--- src/rtl/debounce_en.sv ---
// Synchronises and debounces a raw asynchronous level, producing a clean level
// plus registered single-cycle EN/RISE/FALL pulses for a downstream enable flop.
module debounce_en #(
    parameter int SYNC_STAGES = 2,
    parameter int STABLE_CNT  = 8,
    parameter int CNT_W       = 4
) (
    input  logic CLK,
    input  logic RST_N,
    input  logic D_IN,
    output logic D_OUT,
    output logic EN,
    output logic RISE,
    output logic FALL
);

    localparam logic [CNT_W-1:0] LAST_CNT = CNT_W'(STABLE_CNT - 32'sd1);
    localparam logic [CNT_W-1:0] ONE_CNT  = CNT_W'(1'b1);
    localparam logic [CNT_W-1:0] ZERO_CNT = {CNT_W{1'b0}};

    typedef enum logic [1:0] {
        IDLE_LOW  = 2'd0,
        WAIT_HIGH = 2'd1,
        IDLE_HIGH = 2'd2,
        WAIT_LOW  = 2'd3
    } state_t;

    logic [SYNC_STAGES-1:0] sync_r;
    logic                   s_s;
    state_t                 state_r;
    logic [CNT_W-1:0]       cnt_r;
    logic                   d_out_r;
    logic                   en_r;
    logic                   rise_r;
    logic                   fall_r;

    // Synchroniser chain; only the last stage is seen by the FSM.
    always_ff @(posedge CLK or negedge RST_N) begin
        if (!RST_N) begin
            sync_r <= {SYNC_STAGES{1'b0}};
        end else begin
            sync_r <= {sync_r[SYNC_STAGES-2:0], D_IN};
        end
    end

    assign s_s = sync_r[SYNC_STAGES-1];

    // Debounce FSM with stability counter and registered level/pulse outputs.
    always_ff @(posedge CLK or negedge RST_N) begin
        if (!RST_N) begin
            state_r <= IDLE_LOW;
            cnt_r   <= ZERO_CNT;
            d_out_r <= 1'b0;
            en_r    <= 1'b0;
            rise_r  <= 1'b0;
            fall_r  <= 1'b0;
        end else begin
            // Pulses default low so each lasts exactly one cycle.
            en_r   <= 1'b0;
            rise_r <= 1'b0;
            fall_r <= 1'b0;
            case (state_r)
                IDLE_LOW: begin
                    if (s_s) begin
                        if (STABLE_CNT == 32'sd1) begin
                            state_r <= IDLE_HIGH;
                            cnt_r   <= ZERO_CNT;
                            d_out_r <= 1'b1;
                            en_r    <= 1'b1;
                            rise_r  <= 1'b1;
                        end else begin
                            state_r <= WAIT_HIGH;
                            cnt_r   <= ONE_CNT;
                        end
                    end else begin
                        cnt_r <= ZERO_CNT;
                    end
                end
                WAIT_HIGH: begin
                    if (!s_s) begin
                        state_r <= IDLE_LOW;
                        cnt_r   <= ZERO_CNT;
                    end else if (cnt_r == LAST_CNT) begin
                        state_r <= IDLE_HIGH;
                        cnt_r   <= ZERO_CNT;
                        d_out_r <= 1'b1;
                        en_r    <= 1'b1;
                        rise_r  <= 1'b1;
                    end else begin
                        cnt_r <= cnt_r + ONE_CNT;
                    end
                end
                IDLE_HIGH: begin
                    if (!s_s) begin
                        if (STABLE_CNT == 32'sd1) begin
                            state_r <= IDLE_LOW;
                            cnt_r   <= ZERO_CNT;
                            d_out_r <= 1'b0;
                            en_r    <= 1'b1;
                            fall_r  <= 1'b1;
                        end else begin
                            state_r <= WAIT_LOW;
                            cnt_r   <= ONE_CNT;
                        end
                    end else begin
                        cnt_r <= ZERO_CNT;
                    end
                end
                WAIT_LOW: begin
                    if (s_s) begin
                        state_r <= IDLE_HIGH;
                        cnt_r   <= ZERO_CNT;
                    end else if (cnt_r == LAST_CNT) begin
                        state_r <= IDLE_LOW;
                        cnt_r   <= ZERO_CNT;
                        d_out_r <= 1'b0;
                        en_r    <= 1'b1;
                        fall_r  <= 1'b1;
                    end else begin
                        cnt_r <= cnt_r + ONE_CNT;
                    end
                end
                default: begin
                    state_r <= IDLE_LOW;
                    cnt_r   <= ZERO_CNT;
                    d_out_r <= 1'b0;
                end
            endcase
        end
    end

    assign D_OUT = d_out_r;
    assign EN    = en_r;
    assign RISE  = rise_r;
    assign FALL  = fall_r;

endmodule

--- config.mk ---
export PLATFORM = sky130hd
export DESIGN_NAME = debounce_en
export DESIGN_NICKNAME = d
export VERILOG_FILES = /design/src/rtl/debounce_en.sv
export SDC_FILE = /design/constraint.sdc
export NUM_CORES = 1
export LEC_CHECK = 0
export BUFFER_PORTS_ARGS = -buffer_cell sky130_fd_sc_hd__buf_2
export CORE_AREA = 2 2 39 41
export CTS_CLUSTER_DIAMETER = 150
export DETAILED_ROUTE_END_ITERATION = 16
export DIE_AREA = 0 0 41 43
export PLACE_DENSITY_LB_ADDON = 0.08
export SETUP_SLACK_MARGIN = 0.02
export SLEW_MARGIN = 25
export SYNTH_ARGS = -nofsm -noshare
export SYNTH_HDL_FRONTEND = slang
export SYNTH_SLANG_ARGS = --single-unit
--- constraint.sdc ---
create_clock -name CLK -period 1.9 [get_ports CLK]
set_input_delay 0 -clock CLK [delete_from_list [all_inputs] [get_ports CLK]]
set_output_delay 0 -clock CLK [all_outputs]
set_load 0.01 [all_outputs]
; ---- Yosys cells after proc, flatten, opt, wreduce, memory -nomap -nowiden
; Cells that the tools add are included.
[op_classes]
n_reduce_logical = 4
addsub = 1
eq_ne = 12
muxes = 24
[op_table]
columns = cell, n
row1 = 4-bit case mux with 4 select lines, 1
row2 = 2-bit 2-to-1 mux, 6
row3 = 4-bit 2-to-1 mux, 3
row4 = "2-bit != test, second input constant", 6
row5 = 1-bit 2-to-1 mux, 11
row6 = 2-bit case mux with 4 select lines, 1
row7 = "3-bit != test, second input constant", 2
row8 = 5-bit AND reduction, 1
row9 = "4-bit by 1-bit adder with 4-bit output, second input constant", 1
row10 = "2-bit == test, second input constant", 2
row11 = "4-bit by 3-bit == test with 1-bit output, second input constant", 1
row12 = 1-bit case mux with 2 select lines, 2
row13 = 4-bit AND reduction, 1
row14 = "2-bit by 1-bit == test with 1-bit output, second input constant", 1
row15 = 2-bit zero test, 1
row16 = 2-bit nonzero test, 1
[totals]
inputBits = 3
word_cells = 48
output_inout_bits = 4
ff_bits = 12

; ---- Longest topological paths before layout
[depth]
word_depth = 4
ltp_mapped = 4
mapped_depth_nobuf = 4

; ---- Worst setup path after synthesis
; No wires, ideal clock.
[synth_timing]
kind = reg2reg
from = register cnt_r[0]
to = register (tool-made name)
path_buffers = 0
t_required_ps = 1775
path_stages_with_launch = 4
setup_ps = 125
arrival_ps = 1085
period_less_slack_ps = 1210
slack_ps = 690
cell_sequence = dfrtp_1 > ha_1 > nand4b_4 > mux2_2
[synth_rtl]
columns = item, line
row1 = from (decl), 31  ; logic [CNT_W-1:0] cnt_r;
row2 = from (signal assigned), 90  ; cnt_r <= cnt_r + ONE_CNT;
row3 = from (signal assigned), 120  ; cnt_r <= cnt_r + ONE_CNT;

==> reports/qor.yml <==
status: "finished clean"
worst-path-max-fanout: 5
setup_viol: 0
grt_usage_pct: 9.71
multi_input_area_um2: 171
hp-class: "input pin to asynchronous set/reset pin"
synthDistinctLibCells: 20
postCtsResizedCells: 0
ys.flop_type: "dfrtp_1"
gp_congestion: 0.758
critPathCaptureType: "flip-flop"
worstMarginPinSlew_ps: 268
antenna_found_initial: 0
yosysWarnings: 0
synth-async-reset-ratio_pct: 100
yosysMostFrequentCell: "dfrtp_1"
r2r_start: "cnt_r[0]"
synthXorXnorAreaFrac_pct: 3.68
rsz0062_at_grt: "no"
grt-ovfl-total: 0
crit_path_max_incr_delay_ps: 390
slew_headroom_pct: 82.1
timing.final.crit_share_pct: 66.7
synthMuxAreaShare_pct: 4.47
hold_viol_final: 0
cts_tree: "done"
synth_compound_area_share_pct: 4.21
synth-simple-area-share_pct: 21.1
drt_iter0_drc: 2
grt_first_pass_wirelength_um: 1070
clock_latency_ps: 270
synthTopCellsByArea: "dfrtp_1, nand4b_4, ha_1, nor3b_2, mux2_2"
maxCapViolCount: 0
grt_pass1_vias: 257
routed_wl_um: 699
yosysSeqAreaShare_pct: 63.2
start_util_pct: 34.4
layout.nets: 52
ys_ff_latch: 12
vias: 305
hold_ws_ps: 123
synth_fa_ha_area_share_pct: 2.63
antennaDiodeCount: 0
ff2ff_setup_slack_ps: 630
fp.coreArea_mm2: 0.00138
crit_path_start: "cnt_r[0]"
ioPinCount: 7
place_hpwl_um: 512
synth_top_area_cell: "dfrtp_1"
synth_top_family_by_area: "simple AND/OR/NAND/NOR gates"
fp.dieArea_mm2: 0.00176
crit_path_cell_trace: "ha_1 > nand4b_4 > mux2_2"
synth_fp_nets: 39
slew_violations: 0
period_minus_slack_ps: 1270
clk_path_buf_depth: 2
num_rows: 14
regArea_um2: 300
n_fill_cell: 132
powerDensity_mw_per_mm2: 841
fin_setup_tns_ps: 0
cp_slowest_cell: "dfrtp_1"
portBuffers: 6
avgSynthCellArea_um2: 13.6
ir_drop_v: 0.000460
synth_top_cell_area_share_pct: 63.2
crit_path_start_kind: "flip-flop"
route.detailed.drc: 0
postRouteAntennaNets: 0
first_pass_iters: 4
synth_common_cells: "dfrtp_1, nand2_1, nor2_1"
p_leak_nw: 0.289
area_growth_pct: 22.4
skew_ps: 4.57
max_freq_ghz: 0.789
crit_type: "flip-flop to flip-flop"
synth_area_um2: 475
avgViaCountPerCell: 4.84
cts_buffers: 3
cts_root_buf: "clkbuf_4"
die_w_um: 41
rr_worst_depth: 3
die_h_um: 43
path_clk_slew_ps: 80
cts.sinks: 12
postSynthCellCount: 35
routedWlPerCell_um: 11.1
cp.required_ps: 2060
h-tree-depth: 1
cp.arrival_ps: 1430
synth_edf_count: 0
drive_above_1_share_pct: 31.9
grt_max_degree: 13
==> critical path, delay by kind of cell (launching register included) <==
kind	cells	cell delay [ps]
fa+ha+maj	1	280
flops	1	390
mux	1	340
simple gates	1	150
==> cells by family after synthesis <==
| kind of cell | count (synthesis) |
|---|---|
| compound gates | 3 |
| xor+xnor | 2 |
| fa+ha+maj | 1 |
| buf+inv | 1 |
| flops | 12 |
| mux | 2 |
| simple gates | 14 |
==> per-stage QoR <==
step	power, mW	utilization (%)	instance area (µm²)	setup WS, ps	std cells
global placement	0.290	38.0	526	666	57
CTS	0.496	42.0	582	628	63
floorplan	0.281	-	475	690	35
finish	0.489	42.0	582	632	63
detailed placement	0.291	38.0	526	637	57
global route	0.509	42.0	582	558	63
==> registers in the layout (all words and copies together) (netlist names), named ones only <==
register	count
D_OUT	1
RISE	1
cnt_r	4
state_r	1
FALL	1
EN	1
sync_r	2
==> worst min path at each step <==
stage                      end  cells after the start   from  slack [ps]
detailed placement    cnt_r[2]                      1  RST_N        -110
floorplan                D_OUT                      0  RST_N        -300
global route             D_OUT                      2  RST_N         160
global placement      cnt_r[2]                      1  RST_N        -120
CTS                   cnt_r[2]                      2  RST_N         120
finish              state_r[0]                      2  RST_N         120
==> placed cells by master, fill, tap and decap left out, types with 2 or more instances in the layout <==
cell type	instances
buf_2	6
dfrtp_1	12
nand2_1	3
clkbuf_4	3
nor2_1	3
dlygate4sd3_1	2
==> routing by layer <==
metal  part of all wire (%)  up-vias  GRT usage [%]
li1                       -      145              -
met1                     46      141           11.6
met2                     43       15           12.5
met3                     10        4           4.71
met4                   0.72        0           8.00
met5                      0        -              0
==> repair_timing <==
item	in CTS	in global routing
hold buffers	2	0
buffers inserted	0	0
hold endpoints to repair	13	0
==> power breakdown <==
group,internal (mW),leakage (nW),switching (mW)
sequential,0.261,0.153,0.00566
combinational,0.0102,0.115,0.0112
clock,0.116,0.0210,0.0843
==> area by class of cell <==
| cell class | instances | share of cell area [%] |
|---|---|---|
| well taps | 16 | 3.44 |
| clock buffers | 4 | 6.24 |
| flip-flops and latches | 12 | 51.6 |
| multi-input cells | 22 | 29.5 |
| inverters | 1 | 0.645 |
| repair buffers | 8 | 8.60 |
(Power assumes the default switching activity.)
